`src/rtl/multicycle_controller.sv`:
```
// multicycle_controller: Moore sequencing FSM stepping one RV32I instruction
// (lw, sw, R-type, addi, beq) through the shared multi-cycle datapath.
module multicycle_controller #(
    parameter int OP_WIDTH = 7,
    parameter int WIDTH    = 2
) (
    input  logic                clk,
    input  logic                rst,
    input  logic [OP_WIDTH-1:0] op,
    input  logic                zero,
    input  logic                mem_ready,
    output logic                pc_write,
    output logic                adr_src,
    output logic                ir_write,
    output logic                mem_write,
    output logic                reg_write,
    output logic [WIDTH-1:0]    result_src,
    output logic [WIDTH-1:0]    alu_src_a,
    output logic [WIDTH-1:0]    alu_src_b,
    output logic [WIDTH-1:0]    imm_src,
    output logic [WIDTH-1:0]    alu_op,
    output logic                illegal_op,
    output logic                instr_done,
    output logic [3:0]          state_o
);
    typedef enum logic [3:0] {
        FETCH     = 4'd0,
        DECODE    = 4'd1,
        MEM_ADR   = 4'd2,
        MEM_READ  = 4'd3,
        MEM_WB    = 4'd4,
        MEM_WRITE = 4'd5,
        EXEC_R    = 4'd6,
        ALU_WB    = 4'd7,
        EXEC_I    = 4'd8,
        BEQ       = 4'd9
    } state_e;

    localparam logic [OP_WIDTH-1:0] OP_LW   = OP_WIDTH'(7'b0000011);
    localparam logic [OP_WIDTH-1:0] OP_SW   = OP_WIDTH'(7'b0100011);
    localparam logic [OP_WIDTH-1:0] OP_RT   = OP_WIDTH'(7'b0110011);
    localparam logic [OP_WIDTH-1:0] OP_ADDI = OP_WIDTH'(7'b0010011);
    localparam logic [OP_WIDTH-1:0] OP_BEQ  = OP_WIDTH'(7'b1100011);

    state_e state_q, state_d;

    logic is_lw, is_sw, is_rt, is_addi, is_beq, is_legal;
    logic pc_write_s, ir_write_s, mem_write_s, reg_write_s, illegal_s, done_s;

    assign is_lw    = (op == OP_LW);
    assign is_sw    = (op == OP_SW);
    assign is_rt    = (op == OP_RT);
    assign is_addi  = (op == OP_ADDI);
    assign is_beq   = (op == OP_BEQ);
    assign is_legal = is_lw | is_sw | is_rt | is_addi | is_beq;

    assign imm_src = is_sw ? WIDTH'(1) : is_beq ? WIDTH'(2) : WIDTH'(0);

    always_ff @(posedge clk) begin
        state_q <= rst ? FETCH : state_d;
    end

    always_comb begin
        state_d = FETCH;
        case (state_q)
            FETCH:     state_d = mem_ready ? DECODE : FETCH;
            DECODE:    state_d = (is_lw | is_sw) ? MEM_ADR :
                                 is_rt           ? EXEC_R  :
                                 is_addi         ? EXEC_I  :
                                 is_beq          ? BEQ     : FETCH;
            MEM_ADR:   state_d = is_lw ? MEM_READ : MEM_WRITE;
            MEM_READ:  state_d = mem_ready ? MEM_WB : MEM_READ;
            MEM_WRITE: state_d = mem_ready ? FETCH : MEM_WRITE;
            EXEC_R:    state_d = ALU_WB;
            EXEC_I:    state_d = ALU_WB;
            default:   state_d = FETCH;
        endcase
    end

    // Datapath selects follow the state alone; enables are gated by rst below.
    always_comb begin
        pc_write_s  = 1'b0;
        adr_src     = 1'b0;
        ir_write_s  = 1'b0;
        mem_write_s = 1'b0;
        reg_write_s = 1'b0;
        result_src  = WIDTH'(0);
        alu_src_a   = WIDTH'(0);
        alu_src_b   = WIDTH'(0);
        alu_op      = WIDTH'(0);
        illegal_s   = 1'b0;
        done_s      = 1'b0;
        case (state_q)
            FETCH: begin
                alu_src_b  = WIDTH'(2);
                result_src = WIDTH'(2);
                pc_write_s = mem_ready;
                ir_write_s = mem_ready;
            end
            DECODE: begin
                alu_src_a = WIDTH'(1);
                alu_src_b = WIDTH'(1);
                illegal_s = ~is_legal;
                done_s    = ~is_legal;
            end
            MEM_ADR: begin
                alu_src_a = WIDTH'(2);
                alu_src_b = WIDTH'(1);
            end
            MEM_READ: adr_src = 1'b1;
            MEM_WB: begin
                result_src  = WIDTH'(1);
                reg_write_s = 1'b1;
                done_s      = 1'b1;
            end
            MEM_WRITE: begin
                adr_src     = 1'b1;
                mem_write_s = 1'b1;
                done_s      = mem_ready;
            end
            EXEC_R: begin
                alu_src_a = WIDTH'(2);
                alu_op    = WIDTH'(2);
            end
            ALU_WB: begin
                reg_write_s = 1'b1;
                done_s      = 1'b1;
            end
            EXEC_I: begin
                alu_src_a = WIDTH'(2);
                alu_src_b = WIDTH'(1);
                alu_op    = WIDTH'(2);
            end
            BEQ: begin
                alu_src_a  = WIDTH'(2);
                alu_op     = WIDTH'(1);
                pc_write_s = zero;
                done_s     = 1'b1;
            end
            default: ;
        endcase
    end

    assign pc_write   = ~rst & pc_write_s;
    assign ir_write   = ~rst & ir_write_s;
    assign mem_write  = ~rst & mem_write_s;
    assign reg_write  = ~rst & reg_write_s;
    assign illegal_op = ~rst & illegal_s;
    assign instr_done = ~rst & done_s;
    assign state_o    = rst ? 4'd0 : state_q;
endmodule

```
`config.mk`:
```
export PLATFORM = sky130hd
export DESIGN_NAME = multicycle_controller
export DESIGN_NICKNAME = d
export VERILOG_FILES = /design/src/rtl/multicycle_controller.sv
export SDC_FILE = /design/constraint.sdc
export NUM_CORES = 1
export LEC_CHECK = 0
export ABC_AREA = 1
export CORE_AREA = 2 2 44 46
export CTS_CLUSTER_DIAMETER = 100
export CTS_CLUSTER_SIZE = 12
export DETAILED_ROUTE_END_ITERATION = 8
export DIE_AREA = 0 0 46 48
export PLACE_DENSITY = 0.76
export SLEW_MARGIN = 25
export SYNTH_ARGS = -nofsm -noshare
export SYNTH_HDL_FRONTEND = slang
export SYNTH_SLANG_ARGS = --single-unit
```
`constraint.sdc`:
```
create_clock -name clk -period 1 [get_ports clk]
set_input_delay 0.1 -clock clk [delete_from_list [all_inputs] [get_ports clk]]
set_output_delay 0.1 -clock clk [all_outputs]
set_load 0.005 [all_outputs]
```
==> Word-level counts from Yosys, hierarchy flattened <==
Index checks and enable logic that the tools add are counted.
W data, S select, Z words.
{ "totals": {"reg_bits": 4, "input_bits": 11, "output_inout_bits": 21, "elab_cells": 57} }
{ "op_classes": {"n_eq_ne": 14, "n_mux": 23, "n_bitwise": 12, "reduce_logical": 7} }
{ "ops": {"columns": ["operator", "count"], "rows": [
  ["$pmux W4 S6", 1],
  ["$mux W4", 5],
  ["$eq A4 B3 Y1 const B", 4],
  ["$pmux W2 S2", 4],
  ["$eq A7 B6 Y1 const B", 2],
  ["$mux W3", 3],
  ["$eq A4 B2 Y1 const B", 2],
  ["$eq A4 B4 Y1 const B", 2],
  ["$eq A7 B2 Y1 const B", 1],
  ["$eq A7 B5 Y1 const B", 1],
  ["$eq A7 B7 Y1 const B", 1],
  ["$and A1 B1 Y1", 6],
  ["$mux W1", 6],
  ["$reduce_or A2 Y1", 3],
  ["$reduce_or A3 Y1", 2],
  ["$eq A4 B1 Y1 const B", 1],
  ["$logic_not A4 Y1", 1],
  ["$mux W2", 2],
  ["$or A1 B1 Y1", 4],
  ["$reduce_or A4 Y1", 1],
  ["$pmux W1 S3", 1],
  ["$not A1 Y1", 2],
  ["$pmux W1 S2", 1]
]} }

==> Logic depth before layout (Yosys ltp) <==
{ "depth": {"depth_word": 8, "mapped_depth": 9, "mapped_depth_nobuf": 9} }

==> Worst setup path after synthesis <==
OpenSTA, ideal clock, no wires.
{ "synth_path": {"kind": "register to register", "startpoint": "reg state_q[1]", "endpoint": "reg state_q[2]", "setup_time_ns": 0.128, "t_arrival_ns": 0.952, "required_ns": 0.872, "setup_slack_ns": -0.080, "stages_incl_launch_ff": 10, "path_buffers": 0, "synth_period_minus_slack_ns": 1.080, "path_cell_list": "dfxtp_1 > inv_1 > nand2_1 > inv_1 > nand2_1 > inv_1 > nand3_1 > nand2_1 > nor2_1 > nor2_1"} }
{ "synth_between": {"elab_chain_cells": 3, "elab_cells_between_ends": 9, "classes_between": "eq/ne (6); mux (1); reduce/logical (2)"} }
{ "synth_lines": {"columns": ["element", "line_no", "source"], "rows": [
  ["start, declared", "45", "state_e state_q, state_d;"],
  ["start signal, assigned", "60", "state_q <= rst ? FETCH : state_d;"],
  ["$eq A4 B4 Y1 / $eq A4 B3 Y1 (equally long branches)", "65", "case (state_q)"],
  ["$reduce_or A2 Y1 (no source line)", null, null],
  ["$pmux W4 S6 (*)", "65", null]
]} }
Every way passes the cells marked *; elsewhere a longest branch is shown, timed or not.
A chain may end at the register's enable or synchronous reset.

==> Worst setup path after layout <==
{ "layout_path": {"startpoint": "reg state_q[3]", "endpoint": "out instr_done"} }
{ "layout_between": {"elab_chain_cells": 4, "elab_cells_between_ends": 8, "classes_between": "eq/ne (5); mux (1); bitwise (1); reduce/logical (1)"} }
{ "layout_lines": {"columns": ["element", "line_no", "source"], "rows": [
  ["$eq A4 B4 Y1 / $eq A4 B3 Y1 (equally long branches)", "93", "case (state_q)"],
  ["$reduce_or A3 Y1 (no source line)", null, null],
  ["$pmux W1 S3 (*)", "93", null],
  ["$and A1 B1 Y1 (*)", "149", "assign instr_done = ~rst & done_s;"],
  ["end, declared", "23", "output logic instr_done,"]
]} }
Marks and branches as above.

==> results_dict.tcl <==
set metrics [dict create \
    fin_ws_ns -0.452 \
    vdd_drop_max_uv 441 \
    hold_viol 0 \
    post_drt_wl_per_cell_um 14.0 \
    synth_nets 112 \
    critPathCaptureType "output port" \
    whs_ns 0.400 \
    hold_depth 3 \
    placed_cells 171 \
    multi_input_area_um2 498 \
    finalCriticalPeriod_ns 1.45 \
    critPathLaunchType "flip-flop" \
    synthAdderAreaFrac_pct 0 \
    layout.nets 184 \
    ys_ff_latch 4 \
    worstSetupPathType "reg -> out" \
    ys_seq_area_share_pct 16.0 \
    grt_overflow 0 \
    clock_latency_ns 0.24 \
    vias_per_cell 4.90 \
    p_leak_uw 0.000732 \
    antenna_left 0 \
    power.density_nw_per_um2 493 \
    cts_num_sinks 4 \
    dieArea_um2 2210 \
    coreArea_um2 1690 \
    worst_pin_slew_ns 0.293 \
    async_flop_share_pct 0 \
    clock.fmax_mhz 689 \
    hpwl_mm 1.42 \
    cts-htree-levels 1 \
    synthCells 101 \
    finalWeightedCongestion 0.953 \
    synth_edf_count 0 \
    period_share_pct 145 \
    drive_gt1_share_pct 67.3 \
    synthSimpleGateAreaFrac_pct 61.2 \
    path_clk_slew_ns 0.04 \
    start_util_pct 29.6 \
    yosys_warnings 0 \
    num_vias 922 \
    num_rows 15 \
    post-synth-top-area-cell "nand2_1" \
    antenna_cells 0 \
    grtUsageTotal_pct 22.2 \
    avgSynthCellArea_um2 4.94 \
    maxCapViolations 0 \
    crit_chain "buf_6 -> nor2_4 -> nand3_2 -> nand2_2 -> a21oi_2 -> a21oi_2 -> buf_2" \
    largest_reg_flops 4 \
    finish.instance_area_um2 1290 \
    ys_top_cells_by_area "nand2_1 (20%), nor2_1 (18%), dfxtp_1 (16%), inv_1 (14%), nand3_1 (9.0%)" \
    yosysTopAreaCellShare_pct 20.3 \
    ctsHoldBuffers 0 \
    drc 0 \
    yosysMostFrequentCell "nand2_1" \
    synth.distinct_cells 16 \
    crit_slowest_cell "dfxtp_4" \
    pre_cts_ws_ns -0.811 \
    cts_buffers 3 \
    violations "setup timing" \
    finalWirelength_mm 2.64 \
    synth.mux.area_fraction_pct 0 \
    crit_path_max_fanout 3 \
    antenna_found_initial 0 \
    status "finished, violations left" \
    top_register "state_q" \
    synth_top_family_by_area "simple AND/OR/NAND/NOR gates" \
    die_y_um 48 \
    syn_area_um2 499 \
    area_growth_syn_to_layout_pct 159 \
    cts_tree "yes" \
    finClkSkew_ns 0.00737 \
    critPathMaxStageDelay_ns 0.36 \
    firstDrtPassIters 4 \
    biggestRegsByFlops "state_q x4" \
    yosys-top-cells-count "nand2_1 (27), nor2_1 (24), inv_1 (18), nand3_1 (9)" \
    critPathTopFamily "simple AND/OR/NAND/NOR gates" \
    fp.dieW_um 46 \
    grt_max_degree 8 \
    io_pins 32 \
    seq_area_um2 92.6 \
    synth_ff_type "dfxtp_1" \
    relSlewSlack_pct 80.3 \
    grt_pass1_wl_mm 3.58 \
    synth_compound_area_share_pct 5.51 \
    fillers 124 \
    hold_class "in -> reg" \
    drt_iter0_drc 14 \
    slew_violations 0 \
    placed_cell_area_um2 1020 \
    finalNonFillerCells 188 \
    crit_required_ns 0.90 \
    arrival_ns 1.35 \
    r2r_cells 10 \
    path_depth 7 \
    grt_setup_unrepaired "yes" \
    crit_top_cell "a21oi_2" \
    io_buffers 31 \
    crit_buf_inv 2 \
    root_buffer "clkbuf_4" \
    finalSetupViolations 22 \
    grt_pass1_vias 889 \
    synth_xor_area_share_pct 0 \
    clock_path_buffers 2 \
]
-- timing repair --
action / 4_1_cts / 5_1_grt
pin swaps: 24 / 18
endpoints found under the setup margin: 25 / 25
setup buffers: 15 / 4
resized for setup: 144 / 26
-- worst reg2reg max path, delay by kind of cell, from the launching register on --
family        cells  cell delay, ns
buf+inv           4            0.41
flops             1            0.37
simple gates      6            0.52
-- worst paths after layout --
check / startpoint / end / slack (ns)
max: state_q[3] / instr_done / -0.45
min: rst / state_q[3] / 0.40
max reg2reg: state_q[2] / state_q[0] / -0.37
min reg2reg: state_q[3] / state_q[3] / 0.70
-- logic make-up (layout without fill, tap and decap cells) --
kind of cell,Yosys count,in the layout
compound gates,5,5
simple gates,70,70
buf+inv,22,92
flops,4,4
-- through the flow --
step / utilization [%] / total power [uW] / setup TNS (ns)
3_5_place_dp: 60.3 / 376 / -11.69
5_1_grt: 76.5 / 670 / -8.09
4_1_cts: 72.1 / 593 / -5.61
3_3_place_gp: 60.3 / 370 / -11.03
6_report: 76.5 / 638 / -7.13
2_1_floorplan: - / 236 / 0
-- cell usage in the layout (no fill, tap or decap) --
cell,n
nor2_1,13
clkbuf_2,1
buf_4,19
buf_6,20
nand4_1,1
nand2_4,6
nor2_2,8
o211ai_1,1
nand3_1,5
nor2_4,7
clkbuf_4,3
nor3_1,2
nand2_1,15
nand3_2,4
inv_1,10
clkdlybuf4s50_1,2
dfxtp_4,3
nor3_4,1
clkdlybuf4s15_1,3
inv_4,3
inv_2,6
buf_2,18
dlygate4sd2_1,4
inv_6,1
nand2_2,7
a21oi_2,4
dfxtp_2,1
clkdlybuf4s15_2,2
nor4_2,1
-- where the power goes --
group / leakage [uW] / internal (uW) / switching (uW) / total, uW
Sequential: 0.0000352 / 157 / 8.44 / 166
Clock: 0.0000138 / 135 / 76.6 / 212
Combinational: 0.000683 / 133 / 128 / 260
-- cell type report --
class | instances | area share [%]
tap | 17 | 1.65
multi-input combinational | 75 | 38.5
clock buffer | 3 | 1.74
timing repair buffer | 69 | 44.1
sequential | 4 | 7.16
inverter | 20 | 6.78
-- routing by layer --
| layer | routed length (um) | GRT usage [%] | share of wire, % |
|---|---|---|---|
| met5 | 0 | 0 | 0 |
| met4 | 75 | 10.3 | 2.8 |
| met3 | 112 | 3.40 | 4.2 |
| met2 | 1390 | 43.9 | 53 |
| met1 | 1060 | 22.6 | 40 |
No activity file was read; power rests on OpenSTA's default activity.
